$ cat src/rtl/sevenseg_pkg.sv
// Shared constants for the multiplexed seven-segment driver: segment patterns,
// the anode-off helper and the number of PWM brightness slots per dwell.
package sevenseg_pkg;

    localparam int unsigned BRIGHT_SLOTS = 16;
    localparam int unsigned MAX_DIGITS   = 8;

    localparam logic [7:0] SEG_BLANK = 8'hFF;

    // Active-low {dp,g,f,e,d,c,b,a}, dp off; entry 15 is leftmost.
    localparam logic [15:0][7:0] HEX_SEG = {
        8'h8E, 8'h86, 8'hA1, 8'hC6, 8'h83, 8'h88, 8'h90, 8'h80,
        8'hF8, 8'h82, 8'h92, 8'h99, 8'hB0, 8'hA4, 8'hF9, 8'hC0
    };

    function automatic logic [MAX_DIGITS-1:0] anode_off();
        return '1;
    endfunction

endpackage

$ cat src/rtl/sevenseg_hex_decode.sv
// Combinational hex nibble to active-low seven-segment {g,f,e,d,c,b,a} decoder.
module sevenseg_hex_decode
    import sevenseg_pkg::*;
(
    input  logic [3:0] hex,
    output logic [6:0] seg
);

    logic [7:0] pattern;

    always_comb begin
        pattern = HEX_SEG[hex];
        seg     = pattern[6:0];
    end

endmodule

$ cat src/rtl/sevenseg_mux_n.sv
// N-digit time-multiplexed common-anode seven-segment driver with per-frame
// input capture, PWM brightness, blanking and registered outputs.
// Optional macro SEVSEG_LEADING_ZERO_BLANK_EN enables leading-zero suppression.
module sevenseg_mux_n
    import sevenseg_pkg::*;
#(
    parameter int unsigned NUM_DIGITS   = 4,
    parameter int unsigned DWELL_CYCLES = 16384,
    parameter int unsigned CNT_W        = 16
) (
    input  logic                    clk,
    input  logic                    rst,
    input  logic [4*NUM_DIGITS-1:0] in,
    input  logic [NUM_DIGITS-1:0]   dp_in,
    input  logic [NUM_DIGITS-1:0]   blank_in,
    input  logic [3:0]              brightness,
    output logic [NUM_DIGITS-1:0]   anode,
    output logic [7:0]              sevenSeg,
    output logic                    frame_done
);

    localparam int unsigned IDX_W    = $clog2(NUM_DIGITS);
    localparam int unsigned SLOT_LEN = DWELL_CYCLES / BRIGHT_SLOTS;

    localparam logic [CNT_W-1:0]      CNT_LAST      = CNT_W'(DWELL_CYCLES - 1);
    localparam logic [IDX_W-1:0]      IDX_LAST      = IDX_W'(NUM_DIGITS - 1);
    localparam logic [MAX_DIGITS-1:0] ANODE_OFF_ALL = anode_off();
    localparam logic [NUM_DIGITS-1:0] ANODE_OFF     = ANODE_OFF_ALL[NUM_DIGITS-1:0];

    logic [CNT_W-1:0]        cnt;
    logic [IDX_W-1:0]        idx;
    logic [4*NUM_DIGITS-1:0] sh_in;
    logic [NUM_DIGITS-1:0]   sh_dp;
    logic [NUM_DIGITS-1:0]   sh_blank;
    logic [3:0]              sh_bright;

    logic                    dwell_end;
    logic                    frame_end;
    logic                    capture;
    logic [NUM_DIGITS-1:0]   lz_mask;
    logic [3:0]              cur_nib;
    logic                    cur_dp;
    logic                    cur_blank;
    logic                    cur_lz;
    logic [CNT_W+4:0]        lit_lim;
    logic                    lit;
    logic [6:0]              seg7;
    logic [NUM_DIGITS-1:0]   anode_nxt;

    assign dwell_end = (cnt == CNT_LAST);
    assign frame_end = dwell_end && (idx == '0);
    // Capturing on the first cycle of every frame also covers the first cycle out of reset.
    assign capture   = (cnt == '0) && (idx == IDX_LAST);

`ifdef SEVSEG_LEADING_ZERO_BLANK_EN
    logic suppress;

    always_comb begin
        lz_mask  = '0;
        suppress = 1'b1;
        for (int unsigned k = NUM_DIGITS - 1; k >= 1; k--) begin
            if (sh_in[4*k +: 4] != 4'h0 || sh_dp[k])
                suppress = 1'b0;
            lz_mask[k] = suppress;
        end
    end
`else
    assign lz_mask = '0;
`endif

    always_comb begin
        cur_nib   = '0;
        cur_dp    = 1'b0;
        cur_blank = 1'b0;
        cur_lz    = 1'b0;
        for (int unsigned k = 0; k < NUM_DIGITS; k++) begin
            if (idx == IDX_W'(k)) begin
                cur_nib   = sh_in[4*k +: 4];
                cur_dp    = sh_dp[k];
                cur_blank = sh_blank[k];
                cur_lz    = lz_mask[k];
            end
        end
    end

    sevenseg_hex_decode u_dec (
        .hex (cur_nib),
        .seg (seg7)
    );

    // slot <= brightness  <=>  cnt < (brightness+1)*SLOT_LEN
    assign lit_lim = (CNT_W+5)'(SLOT_LEN) * (CNT_W+5)'({1'b0, sh_bright} + 5'd1);
    assign lit     = (cnt != '0) && ({5'b0, cnt} < lit_lim) && !cur_blank && !cur_lz;

    always_comb begin
        anode_nxt = ANODE_OFF;
        for (int unsigned k = 0; k < NUM_DIGITS; k++) begin
            if (lit && idx == IDX_W'(k))
                anode_nxt[k] = 1'b0;
        end
    end

    always_ff @(posedge clk) begin
        if (rst) begin
            cnt        <= '0;
            idx        <= IDX_LAST;
            sh_in      <= '0;
            sh_dp      <= '0;
            sh_blank   <= '0;
            sh_bright  <= '0;
            anode      <= ANODE_OFF;
            sevenSeg   <= SEG_BLANK;
            frame_done <= 1'b0;
        end else begin
            cnt <= dwell_end ? '0 : cnt + 1'b1;
            if (dwell_end)
                idx <= (idx == '0) ? IDX_LAST : idx - 1'b1;
            if (capture) begin
                sh_in     <= in;
                sh_dp     <= dp_in;
                sh_blank  <= blank_in;
                sh_bright <= brightness;
            end
            frame_done <= frame_end;
            anode      <= anode_nxt;
            sevenSeg   <= lit ? {~cur_dp, seg7} : SEG_BLANK;
        end
    end

endmodule

$ cat config.mk
export PLATFORM = sky130hd
export DESIGN_NAME = sevenseg_mux_n
export DESIGN_NICKNAME = d
export VERILOG_FILES = /design/src/rtl/sevenseg_pkg.sv /design/src/rtl/sevenseg_hex_decode.sv /design/src/rtl/sevenseg_mux_n.sv
export SDC_FILE = /design/constraint.sdc
export NUM_CORES = 1
export LEC_CHECK = 0
export CORE_MARGIN = 1.5
export CORE_UTILIZATION = 50
export DETAILED_ROUTE_END_ITERATION = 16
export DONT_BUFFER_PORTS = 1
export HOLD_SLACK_MARGIN = 0.12
export PLACE_DENSITY = 0.76
export SLEW_MARGIN = 15
export SYNTH_ARGS = -nofsm -noshare
export SYNTH_HDL_FRONTEND = slang
export SYNTH_SLANG_ARGS = --single-unit
export TNS_END_PERCENT = 50
$ cat constraint.sdc
create_clock -name clk -period 5.3 [get_ports clk]
set_clock_uncertainty 0.1 [all_clocks]
set_input_delay 1.06 -clock clk [delete_from_list [all_inputs] [get_ports clk]]
set_output_delay 1.06 -clock clk [all_outputs]
set_load 0.02 [all_outputs]
Yosys cells after proc, flatten, opt, wreduce, memory -nomap -nowiden
Memory sizes are Yosys's and may differ from the RTL's. A register that Yosys moved wholly into a read port is not among the register bits.
Cells that the tools add are included.
{"block": "totals", "romBits": 128, "ff_bits": 59, "wordCells": 53, "out_inout_bits": 13, "inputBits": 30, "n_memories": 1}
{"name": "(name not given)", "words": 16, "width": 8, "rd": 1, "rd_ports_with_merged_regs": 1, "write_ports": 0, "line": "sevenseg_hex_decode.sv:12", "text": "pattern = HEX_SEG[hex];"}
{"block": "classes", "n_addsub": 3, "n_reduce_logical": 14, "n_eq_ne": 4, "bitwise": 2, "muxes": 18, "order_cmp": 2}
{"cell": "16-bit by 1-bit adder with 16-bit output (second input constant)", "n": 1}
{"cell": "16-bit by 14-bit == test with 1-bit output (second input constant)", "n": 1}
{"cell": "16-bit logical NOT", "n": 1}
{"cell": "16-bit by 15-bit less-than comparator with 1-bit output", "n": 1}
{"cell": "4-bit two-way mux", "n": 4}
{"cell": "16-bit nonzero test", "n": 1}
{"cell": "1-bit two-way mux", "n": 12}
{"cell": "1-bit logical AND", "n": 8}
{"cell": "7-bit two-way mux", "n": 1}
{"cell": "4-bit by 1-bit adder with 5-bit output (second input constant)", "n": 1}
{"cell": "4-bit by 5-bit less-than comparator with 1-bit output (second input constant)", "n": 1}
{"cell": "2-bit == test (second input constant)", "n": 2}
{"cell": "2-bit OR reduction", "n": 2}
{"cell": "2-bit by 1-bit == test with 1-bit output (second input constant)", "n": 1}
{"cell": "2-bit logical NOT", "n": 1}
{"cell": "2-bit two-way mux", "n": 1}
{"cell": "1-bit NOT", "n": 2}
{"cell": "2-bit by 1-bit subtractor with 2-bit output (second input constant)", "n": 1}
{"cell": "1-bit logical NOT", "n": 1}

Logic depth before layout (Yosys ltp)
Gate-level depths: netlist of the first run.
{"block": "logic_depth", "depth_word": 9, "depth_mapped": 11, "mapped_depth_nobuf": 10}

Hierarchy
Synthesis of the first run repeated with hierarchy kept, for this count alone.
{"block": "hier_totals", "hier_cells": 343, "hier_area_um2": 3019.1}
{"mod": "sevenseg_mux_n", "cells_each": 308, "seq_area_each_um2": 1181.1, "instances": 1, "area_per_inst_um2": 2771.4}
{"mod": "sevenseg_hex_decode", "cells_each": 35, "seq_area_each_um2": 0.0, "instances": 1, "area_per_inst_um2": 247.7}

Least setup slack after synthesis of the first run
No wires, ideal clock.
{"block": "synth_path", "path_kind": "input -> register", "start": "input port rst", "end": "register sevenSeg[4]", "stages": 5, "setup_time_ns": 0.146, "n_path_buf": 2, "setup_slack_ns": 3.174, "required_ns": 5.054, "arrival_ns": 1.880, "path_cell_list": "clkbuf_1 nor4_1 and3_1 buf_2 o221ai_1"}
{"block": "synth_via", "elab_chain_len": 1}
{"item": "start: declaration", "line": "sevenseg_mux_n.sv:12", "text": "input logic rst,"}
{"item": "2-bit OR reduction (no source line)"}
{"item": "end: declaration", "line": "sevenseg_mux_n.sv:18", "text": "output logic [7:0] sevenSeg,"}
No other way between the ends.
A chain may end at the register's enable or synchronous reset.

Worst setup path after layout of the first run
{"block": "layout_path", "start": "register idx[0]", "end": "register sevenSeg[3]"}
{"block": "layout_via", "elab_chain_len": 9, "word_cells_on_any_way": 16, "cone_classes": "eq/ne (3); mux (8); bitwise (1); reduce/logical (4)"}
{"item": "start: declaration", "line": "sevenseg_mux_n.sv:31", "text": "logic [IDX_W-1:0] idx;"}
{"item": "start signal: assignment", "line": "sevenseg_mux_n.sv:117", "text": "idx <= (idx == '0) ? IDX_LAST : idx - 1'b1;"}
{"item": "2-bit logical NOT", "line": "sevenseg_mux_n.sv:77", "text": "if (idx == IDX_W'(k)) begin"}
{"item": "1-bit two-way mux (4 in series)", "line": "sevenseg_mux_n.sv:77"}
{"item": "1-bit logical NOT", "line": "sevenseg_mux_n.sv:93", "text": "assign lit = (cnt != '0) && ({5'b0, cnt} < lit_lim) && !cur_blank && !cur_lz;"}
{"item": "1-bit logical AND", "line": "sevenseg_mux_n.sv:93"}
{"item": "1-bit NOT (no source line)"}
{"item": "2-bit OR reduction (no source line)"}
Parallel ways exist; a longest one is shown, timed or not.

==> key figures, run 1 <==
Worst setup path
  • Slowest cell on crit path: ha_1
  • WP buf/inv: 2
  • CP peak stage delay: 0.39 ns
  • Startpoint type of the worst setup path: flip-flop
  • Worst Path Max Fanout: 9
  • Worst EP arrival: 2.55 ns
  • Crit Path Category: flip-flop to flip-flop
  • Crit. End Element: flip-flop
  • Family with the most delay on the worst path: compound AO/OA/AOI/OAI gates
  • Cell breakdown of the critical path: inv_1, ha_1, nand2_1, o21ai_0, a22o_1, inv_1, ha_1, and2_1, a211oi_1, o21ai_0
  • Critical Path RT: 5.40 ns

Global routing
  • Total Routing Usage GR: 20.19%
  • Initial antenna violation count: 0
  • Grt ovf: 0
  • First-pass GRT wire length: 9453 um
  • Vias in the first global route: 2125
  • Pin count of the biggest net entering global routing: 37

Layout
  • Fillers: 499
  • Final core utilization: 56.15%
  • Count of nets after finishing: 372
  • Commonest non-fill, non-tap cells in the layout: 77 x nand2_1, 59 x dfxtp_1, 35 x a21oi_1
  • Share of layout cells above drive strength 1: 6.383%
  • Non-filler cells, final: 399
  • Finished Cell Area: 2923 sq um
  • Synth-to-Final Area Change: 5.989%
  • Commonest non-fill, non-tap cell in the layout: nand2_1
  • Antenna Cells: 0

Power
  • Lkg Pwr: 1.131 nW
  • VDD IR-drop max: 0.0002141 V
  • Pwr dens: 330.9 nW/um^2

Clock network
  • CTS root buffer: clkbuf_8
  • Clk sink count: 59
  • Worst-path clk slew: 0.07 ns
  • CTS buffer count: 9
  • CTS Buffer Depth: 2
  • Number of hold buffers added after CTS: 0
  • Total setup buffers inserted after CTS: 0
  • Cts repair resizes: 0
  • CTS tree: built
  • H-tree depth: 3
  • Worst skew pair latency: 0.34 ns

Floorplanning
  • Initial Util: 52.98%
  • Die width: 77.27 um
  • Row Count: 26
  • Core area: 5205 sq um
  • DIE HEIGHT: 77.27 um
  • Total I/O pin count: 43
  • Die area: 5970 sq um

Logic synthesis
  • Count of state elements after synthesis: 59
  • Syn_nets: 379
  • Syn Inst Count: 332
  • Post-synth EDFFs: 0
  • Post-Syn Area: 2758 sq um
  • Netlist cell types: 44
  • Synth warnings: 0
  • Sequential area share after synthesis: 42.83%
  • Ys flop type: dfxtp_1
  • Syn avg cell area: 8.306 sq um
  • FFs w/ async S/R, synth: 0%

STA
  • Slew Limit Fails: 0
  • RSZ-0062 raised after global routing: no
  • Setup violations, final: 0
  • Final WS setup: 2.848 ns
  • Slew margin rel.: 34.04%
  • Tcrit/Tclk final: 46.26%
  • Fin. Hold Viols: 0
  • Setup_tns: 0 ns
  • Slew @ Worst Pin: 0.9895 ns
  • Final min period: 2.452 ns
  • Achievable Freq: 407.9 MHz

Placed design
  • Hpwl dp: 3898 um
  • GPL Wtd Cong: 0.7982
  • Placed cell area: 2744 sq um
  • Dpl ws: 2.827 ns
  • Placed Instances: 384
  • IO Port Bufs: 0

Route
  • Via count: 2167
  • Total wire length: 5533 um
  • First-iteration detailed-routing DRC count: 96
  • Router iterations before antenna repair: 4
  • Antenna Nets Post-Route: 0
  • DRC Markers: 0
  • Via density per instance: 5.431
  • Wire per inst: 13.87 um

Flow run
  • Max-Cap Viols: 0

Hold path
  • Min-delay worst type: flip-flop to flip-flop

Run status
  • Run status: finished, final reports clean
-- synth_stat cells (3+ instances only) --
master | instances | share of area, %
xor2_1 | 9 | 2.9
buf_4 | 5 | 1.4
clkbuf_1 | 6 | 0.82
nand2_1 | 77 | 10
inv_1 | 13 | 1.8
xnor2_1 | 7 | 2.2
mux2i_1 | 3 | 1.1
and3_1 | 3 | 0.68
ha_1 | 17 | 7.7
a211o_1 | 3 | 0.95
o221ai_1 | 3 | 0.95
nor4_1 | 4 | 0.91
nor2b_1 | 4 | 0.91
buf_2 | 6 | 1.1
dfxtp_1 | 59 | 43
nor3_1 | 4 | 0.73
nand3_1 | 8 | 1.5
nor3b_1 | 4 | 1.1
a211oi_1 | 5 | 1.4
a21oi_1 | 35 | 6.4
nand3b_1 | 3 | 0.82
nor2_1 | 23 | 3.1
o21ai_0 | 7 | 1.3
-- report_power, final --
part           total (W)  switching (W)  leakage [nW]  internal [W]
Sequential      0.000500      0.0000266         0.483      0.000473
Clock           0.000369       0.000165        0.0953      0.000204
Combinational  0.0000988      0.0000620         0.553     0.0000368
Total           0.000967       0.000254          1.13      0.000714
-- cell families after synthesis --
group                      count (synthesis)  share of synthesized area, %
DFF                                       59                         42.83
and+or+nand+nor                          143                         24.09
AOI/OAI and AO/OA                         63                         13.75
adders and majority gates                 17                         7.713
xor gates and xnor gates                  16                         5.082
muxes                                      3                         1.089
buffers and inverters                     31                         5.445
-- sequential cells by signal, indices dropped and copies added (netlist names) --
signal and flops:
sh_blank 4, anode 4, cnt 16, sevenSeg 8, sh_dp 4, sh_bright 4
frame_done 1, sh_in 16, idx 2
-- metrics by stage --
stage                     hold WS (ns)   power, W
final                           0.3439  0.0009673
after global routing            0.3715   0.001014
after CTS                       0.3465  0.0009773
after detailed placement        0.3377  0.0006086
after global placement          0.3328  0.0006051
after floorplan                 0.3318  0.0005959
-- tightest hold or removal path, delay by kind of cell, from the launching register on --
kind | cells | cell delay (ns)
AND/OR/NAND/NOR | 1 | 0.05
AO/OA/AOI/OAI | 1 | 0.05
flip-flops | 1 | 0.30
-- final cells by class --
| cell class | count | area [sq um] | area share (%) |
|---|---|---|---|
| clock inverter | 2 | 10.01 | 0.3425 |
| sequential | 59 | 1181 | 40.41 |
| tap | 70 | 87.58 | 2.997 |
| inverter | 13 | 48.80 | 1.670 |
| multi-input combinational | 242 | 1426 | 48.80 |
| clock buffer | 13 | 168.9 | 5.779 |
-- worst paths after layout --
path | start | depth (start not counted) | slack, ns | end
worst max-delay path | idx[0]$_SDFFE_PP1N_ | 10 | 2.85 | sevenSeg[3]$_SDFF_PP1_
worst min-delay path | sh_blank[0]$_SDFFE_PP0P_ | 2 | 0.34 | sh_blank[0]$_SDFFE_PP0P_
worst max register to register | idx[0]$_SDFFE_PP1N_ | 10 | 2.85 | sevenSeg[3]$_SDFF_PP1_
worst min register to register | sh_blank[0]$_SDFFE_PP0P_ | 2 | 0.34 | sh_blank[0]$_SDFFE_PP0P_
-- per-layer routing --
| layer | global-route usage [%] | up-vias | part of all wire, % |
|---|---|---|---|
| met5 | 0 | - | 0 |
| met4 | 8.364 | 0 | 2.2 |
| met3 | 7.738 | 10 | 5.6 |
| met2 | 31.93 | 44 | 47 |
| met1 | 24.45 | 1007 | 45 |
| li1 | - | 1106 | - |
No activity file was read; power rests on OpenSTA's default activity.
==> run 2, diff against run 1 <==
PLACE_DENSITY = 0.79   (was 0.76)
clock period = 2.2 ns   (was 5.3 ns; I/O delays follow)
==> run 2 against run 1 <==
Effect of this change:
- count of clock-buffer cells in the layout is 1 higher
- critical endpoint unchanged
- utilization is 4.1 points higher
- sequential share of layout area is 2.5 points lower
==> key figures, run 2 (synthesis gave the netlist of run 1 again) <==
Layout
  • Fillers: 473
  • Count of nets after finishing: 387
  • Share of layout cells above drive strength 1: 13.95%
  • Final core utilization: 60.29%
  • Commonest non-fill, non-tap cells in the layout: 77 x nand2_1, 57 x dfxtp_1, 35 x a21oi_1
  • Area of the multi-input gates: 1475 sq um
  • Antenna Cells: 0
  • Non-filler cells, final: 414
  • Register area: 1189 sq um
  • Synth-to-Final Area Change: 13.79%
  • Leading registers by flop count: cnt x16, sh_in x16, sevenSeg x8
  • Commonest non-fill, non-tap cell in the layout: nand2_1

Route
  • Via count: 2255
  • Via density per instance: 5.447
  • Router iterations before antenna repair: 5
  • Total wire length: 5844 um
  • First-iteration detailed-routing DRC count: 89
  • Antenna Nets Post-Route: 0
  • DRC Markers: 0
  • Wire per inst: 14.12 um

Power
  • Lkg Pwr: 1.217 nW
  • Pwr dens: 804.4 nW/um^2
  • Pwr Total: 0.002524 W
  • VDD IR-drop max: 0.0006031 V

Placed design
  • GPL Wtd Cong: 0.9397
  • Dpl ws: -0.08983 ns
  • Hpwl dp: 4148 um
  • Placed Instances: 397
  • IO Port Bufs: 0

Floorplanning
  • Row Count: 26
  • Die area: 5970 sq um
  • Total I/O pin count: 43
  • Initial Util: 52.98%
  • Die width: 77.27 um
  • Core area: 5205 sq um
  • DIE HEIGHT: 77.27 um

Global routing
  • Grt ovf: 0
  • Total Routing Usage GR: 21.39%
  • First-pass GRT wire length: 9929 um
  • Vias in the first global route: 2139
  • Pin count of the biggest net entering global routing: 35
  • Initial antenna violation count: 0

Worst setup path
  • Crit. End Element: flip-flop
  • CP peak stage delay: 0.40 ns
  • Slowest cell on crit path: a211o_2
  • Crit path capture: sevenSeg[3]$_SDFF_PP1_
  • Critical Path RT: 2.31 ns
  • Worst EP arrival: 2.16 ns
  • Reg2Reg Launch Point: idx[0]$_SDFFE_PP1N_
  • Worst reg-to-reg path cell count: 7
  • Worst setup path start: idx[0]$_SDFFE_PP1N_
  • Reg-to-reg critical path endpoint: sevenSeg[3]$_SDFF_PP1_
  • Family with the most delay on the worst path: compound AO/OA/AOI/OAI gates
  • Startpoint type of the worst setup path: flip-flop
  • Worst Path Max Fanout: 10
  • Worst R2R Setup Slack: 0.15 ns
  • Crit Path Category: flip-flop to flip-flop
  • WP buf/inv: 1
  • Levels on crit path: 7
  • Cell breakdown of the critical path: ha_2, buf_4, nor2b_1, a211o_2, and2_1, a211oi_1, o21ai_0

Clock network
  • Clk sink count: 59
  • Worst-path clk slew: 0.06 ns
  • Worst skew pair latency: 0.34 ns
  • H-tree depth: 3
  • CTS buffer count: 9
  • CTS tree: built
  • CTS root buffer: clkbuf_8
  • CTS Buffer Depth: 2

STA
  • Minimum hold slack: 0.1346 ns
  • Tcrit/Tclk final: 93.24%
  • Slew margin rel.: 76.10%
  • Setup violations, final: 0
  • RSZ-0062 raised after global routing: yes
  • Fin. Hold Viols: 0
  • Final WS setup: 0.1486 ns
  • Achievable Freq: 487.5 MHz
  • Slew Limit Fails: 0
  • Slew @ Worst Pin: 0.3563 ns
  • Final min period: 2.051 ns

Run status
  • Run status: finished, final reports clean

Flow run
  • Max-Cap Viols: 0

Hold path
  • Min-delay worst type: input port to flip-flop
  • Hold Path Origin: brightness[1]
==> run 2: cell count changes in the layout (fill, tap and decap cells not counted), sizes merged <==
cell	before	now
bufinv	0	1
clkinv	2	0
buf	0	15
clkbuf	13	14
==> run 2: worst reg2reg max path, delay by kind of cell (launching register included) <==
| family | cells | cell delay [ns] |
|---|---|---|
| and+or+nand+nor | 2 | 0.35 |
| buffers and inverters | 1 | 0.19 |
| AOI/OAI and AO/OA | 3 | 0.67 |
| adders and majority gates | 1 | 0.25 |
| DFF | 1 | 0.36 |
==> run 2: power by group <==
group / switching, W / internal (W)
Sequential: 0.0000665 / 0.00114
Clock: 0.000389 / 0.000641
Combinational: 0.000172 / 0.000119
Total: 0.000627 / 0.00190
==> run 2: worst min-delay path by stage <==
stage,end,slack [ns],depth (start not counted)
2_1_floorplan,sh_blank[0]$_SDFFE_PP0P_,0.33,2
3_3_place_gp,sh_in[14]$_SDFFE_PP0P_,0.34,2
3_5_place_dp,sh_blank[0]$_SDFFE_PP0P_,0.34,2
4_1_cts,sh_in[15]$_SDFFE_PP0P_,0.12,2
5_1_grt,sh_in[15]$_SDFFE_PP0P_,0.13,2
6_report,sh_bright[1]$_SDFFE_PP0P_,0.13,2
==> run 2: layout make-up <==
cell class / instances / area share (%)
inverter: 13 / 1.555
clock inverter: 1 / 0.9569
timing repair buffer: 15 / 3.987
multi-input combinational: 242 / 47.01
clock buffer: 14 / 5.821
sequential: 59 / 37.88
tap: 70 / 2.791
==> run 2: layer usage <==
layer | routed length [um] | vias up | global-route usage [%]
met2 | 2986 | 45 | 37.02
met4 | 73 | 0 | 7.091
li1 | - | 1137 | -
met1 | 2526 | 1066 | 24.54
met5 | 0 | - | 0
met3 | 258 | 7 | 7.262
==> run 2: through the flow <==
| stage | setup TNS (ns) | instance area [sq um] |
|---|---|---|
| global placement | 0 | 2841 |
| finish | 0 | 3138 |
| CTS | -0.01331 | 3077 |
| floorplan | 0 | 2758 |
| global route | -0.02758 | 3138 |
| detailed placement | -0.3824 | 2841 |
==> run 2: what timing repair did <==
action,4_1_cts,5_1_grt
gates cloned,0,0
hold buffers,1,0
hold endpoints to repair,34,0
gates resized for setup,1,19
endpoints found under the setup margin,9,12
pin swaps,0,1
setup buffers,0,1
==> run 3, diff against run 2 <==
CORE_UTILIZATION = 54   (was 50)
PLACE_DENSITY = 0.83   (was 0.79)
==> run 3 against run 2 <==
Effect of this change:
- non-clock buffer count is 2 higher
- wire length grew 1.0%
- utilization grew 4.0 points
- cell area fell by 1.3%
- worst hold slack gained 0.0081 ns
- highest routed layer unchanged
==> key figures, run 3 (synthesis gave the netlist of run 1 again) <==
Run status
  • Run status: finished, final reports clean

Layout
  • Finished Cell Area: 3098 sq um
  • Area of the multi-input gates: 1474 sq um
  • Commonest non-fill, non-tap cells in the layout: 77 x nand2_1, 57 x dfxtp_1, 35 x a21oi_1
  • Commonest non-fill, non-tap cell in the layout: nand2_1
  • Register area: 1184 sq um
  • Count of nets after finishing: 389
  • Synth-to-Final Area Change: 12.34%
  • Share of layout cells above drive strength 1: 13.29%
  • Leading registers by flop count: cnt x16, sh_in x16, sevenSeg x8
  • Antenna Cells: 0
  • Final core utilization: 64.31%
  • Fillers: 416

STA
  • Slew @ Worst Pin: 0.3692 ns
  • Slew margin rel.: 75.23%
  • Fin. Hold Viols: 0
  • RSZ-0062 raised after global routing: yes
  • Final min period: 2.137 ns
  • Final WS setup: 0.06262 ns
  • Setup violations, final: 0
  • Slew Limit Fails: 0
  • Setup_tns: 0 ns
  • Tcrit/Tclk final: 97.15%
  • Achievable Freq: 467.9 MHz

Global routing
  • Initial antenna violation count: 0
  • Vias in the first global route: 2152
  • Pin count of the biggest net entering global routing: 35
  • Total Routing Usage GR: 23.52%
  • First-pass GRT wire length: 9735 um
  • Grt ovf: 0

Worst setup path
  • Worst EP arrival: 2.29 ns
  • Critical Path RT: 2.36 ns
  • Crit Path Category: flip-flop to flip-flop
  • Worst Path Max Fanout: 7
  • Crit. End Element: flip-flop
  • Worst R2R Setup Slack: 0.06 ns
  • Startpoint type of the worst setup path: flip-flop

Clock network
  • CTS tree: built
  • CTS buffer count: 9
  • Worst skew pair latency: 0.33 ns
  • Clk sink count: 59
  • CTS Buffer Depth: 2
  • CTS root buffer: clkbuf_8
  • Worst-path clk slew: 0.06 ns
  • H-tree depth: 3

Route
  • Total wire length: 5903 um
  • Antenna Nets Post-Route: 0
  • Via density per instance: 5.494
  • Router iterations before antenna repair: 4
  • Wire per inst: 14.29 um
  • Via count: 2269
  • DRC Markers: 0
  • First-iteration detailed-routing DRC count: 114

Hold path
  • Min-delay worst type: input port to flip-flop

Floorplanning
  • Row Count: 25
  • Total I/O pin count: 43
  • Core area: 4817 sq um
  • Initial Util: 57.25%
  • Die area: 5544 sq um
  • DIE HEIGHT: 74.46 um
  • Die width: 74.46 um

Placed design
  • Hpwl dp: 4134 um
  • Dpl ws: -0.05594 ns
  • IO Port Bufs: 0
  • GPL Wtd Cong: 0.8149
  • Placed cell area: 2830 sq um

Flow run
  • Max-Cap Viols: 0

Power
  • Lkg Pwr: 1.203 nW
  • VDD IR-drop max: 0.0004156 V
  • Pwr dens: 749.1 nW/um^2
  • Pwr Total: 0.002321 W
[run 3: path summary, 6_finish.rpt]
kind | from | to | cells past startpoint
max | idx[0]$_SDFFE_PP1N_ | sevenSeg[3]$_SDFF_PP1_ | 10
min | in[3] | sh_in[3]$_SDFFE_PP0P_ | 2
max reg2reg | idx[0]$_SDFFE_PP1N_ | sevenSeg[3]$_SDFF_PP1_ | 10
min reg2reg | sh_in[6]$_SDFFE_PP0P_ | sh_in[6]$_SDFFE_PP0P_ | 2
[run 3: repair_timing]
action / in CTS / in global routing
endpoints found under the setup margin: 10 / 10
resized for setup: 4 / 11
endpoints found under the hold margin: 34 / 0
buffers inserted: 1 / 0
pin swaps: 0 / 0
hold buffers: 4 / 0
[run 3: critical path, stage by stage (launching register included)]
cell and delay (ns):
dfxtp_2 0.38, inv_2 0.09, ha_4 0.19, nor2b_1 0.12, o21ai_0 0.18, o31a_1 0.27, inv_2 0.09, ha_1 0.31
mux2i_1 0.15, nor2_1 0.05, o21ai_0 0.14
[run 3: final cells by class]
class | count | share of cell area, %
clock inverter | 3 | 0.4847
timing repair buffer | 17 | 4.766
clock buffer | 12 | 4.685
sequential | 59 | 38.21
inverter | 13 | 1.575
tap | 67 | 2.706
multi-input combinational | 242 | 47.58
[run 3: routing by layer]
metal  up-vias  track usage, %  part of all wire, %
li1       1133               -                    -
met1      1062           28.20                   44
met2        62           38.69                   48
met3        12           7.995                  5.3
met4         0           9.697                  1.9
met5         -               0                    0
[run 3: metrics by stage]
step	instances	hold slack [ns]
after floorplan	332	0.3318
after global placement	393	0.3389
after detailed placement	393	0.3465
after CTS	413	0.1209
after global routing	413	0.1304
final	413	0.1427
[run 3: report_power, final]
| part | switching (W) | internal (W) |
|---|---|---|
| clock network | 0.000391 | 0.000427 |
| logic | 0.000171 | 0.000123 |
| registers | 0.0000689 | 0.00114 |
| total | 0.000630 | 0.00169 |
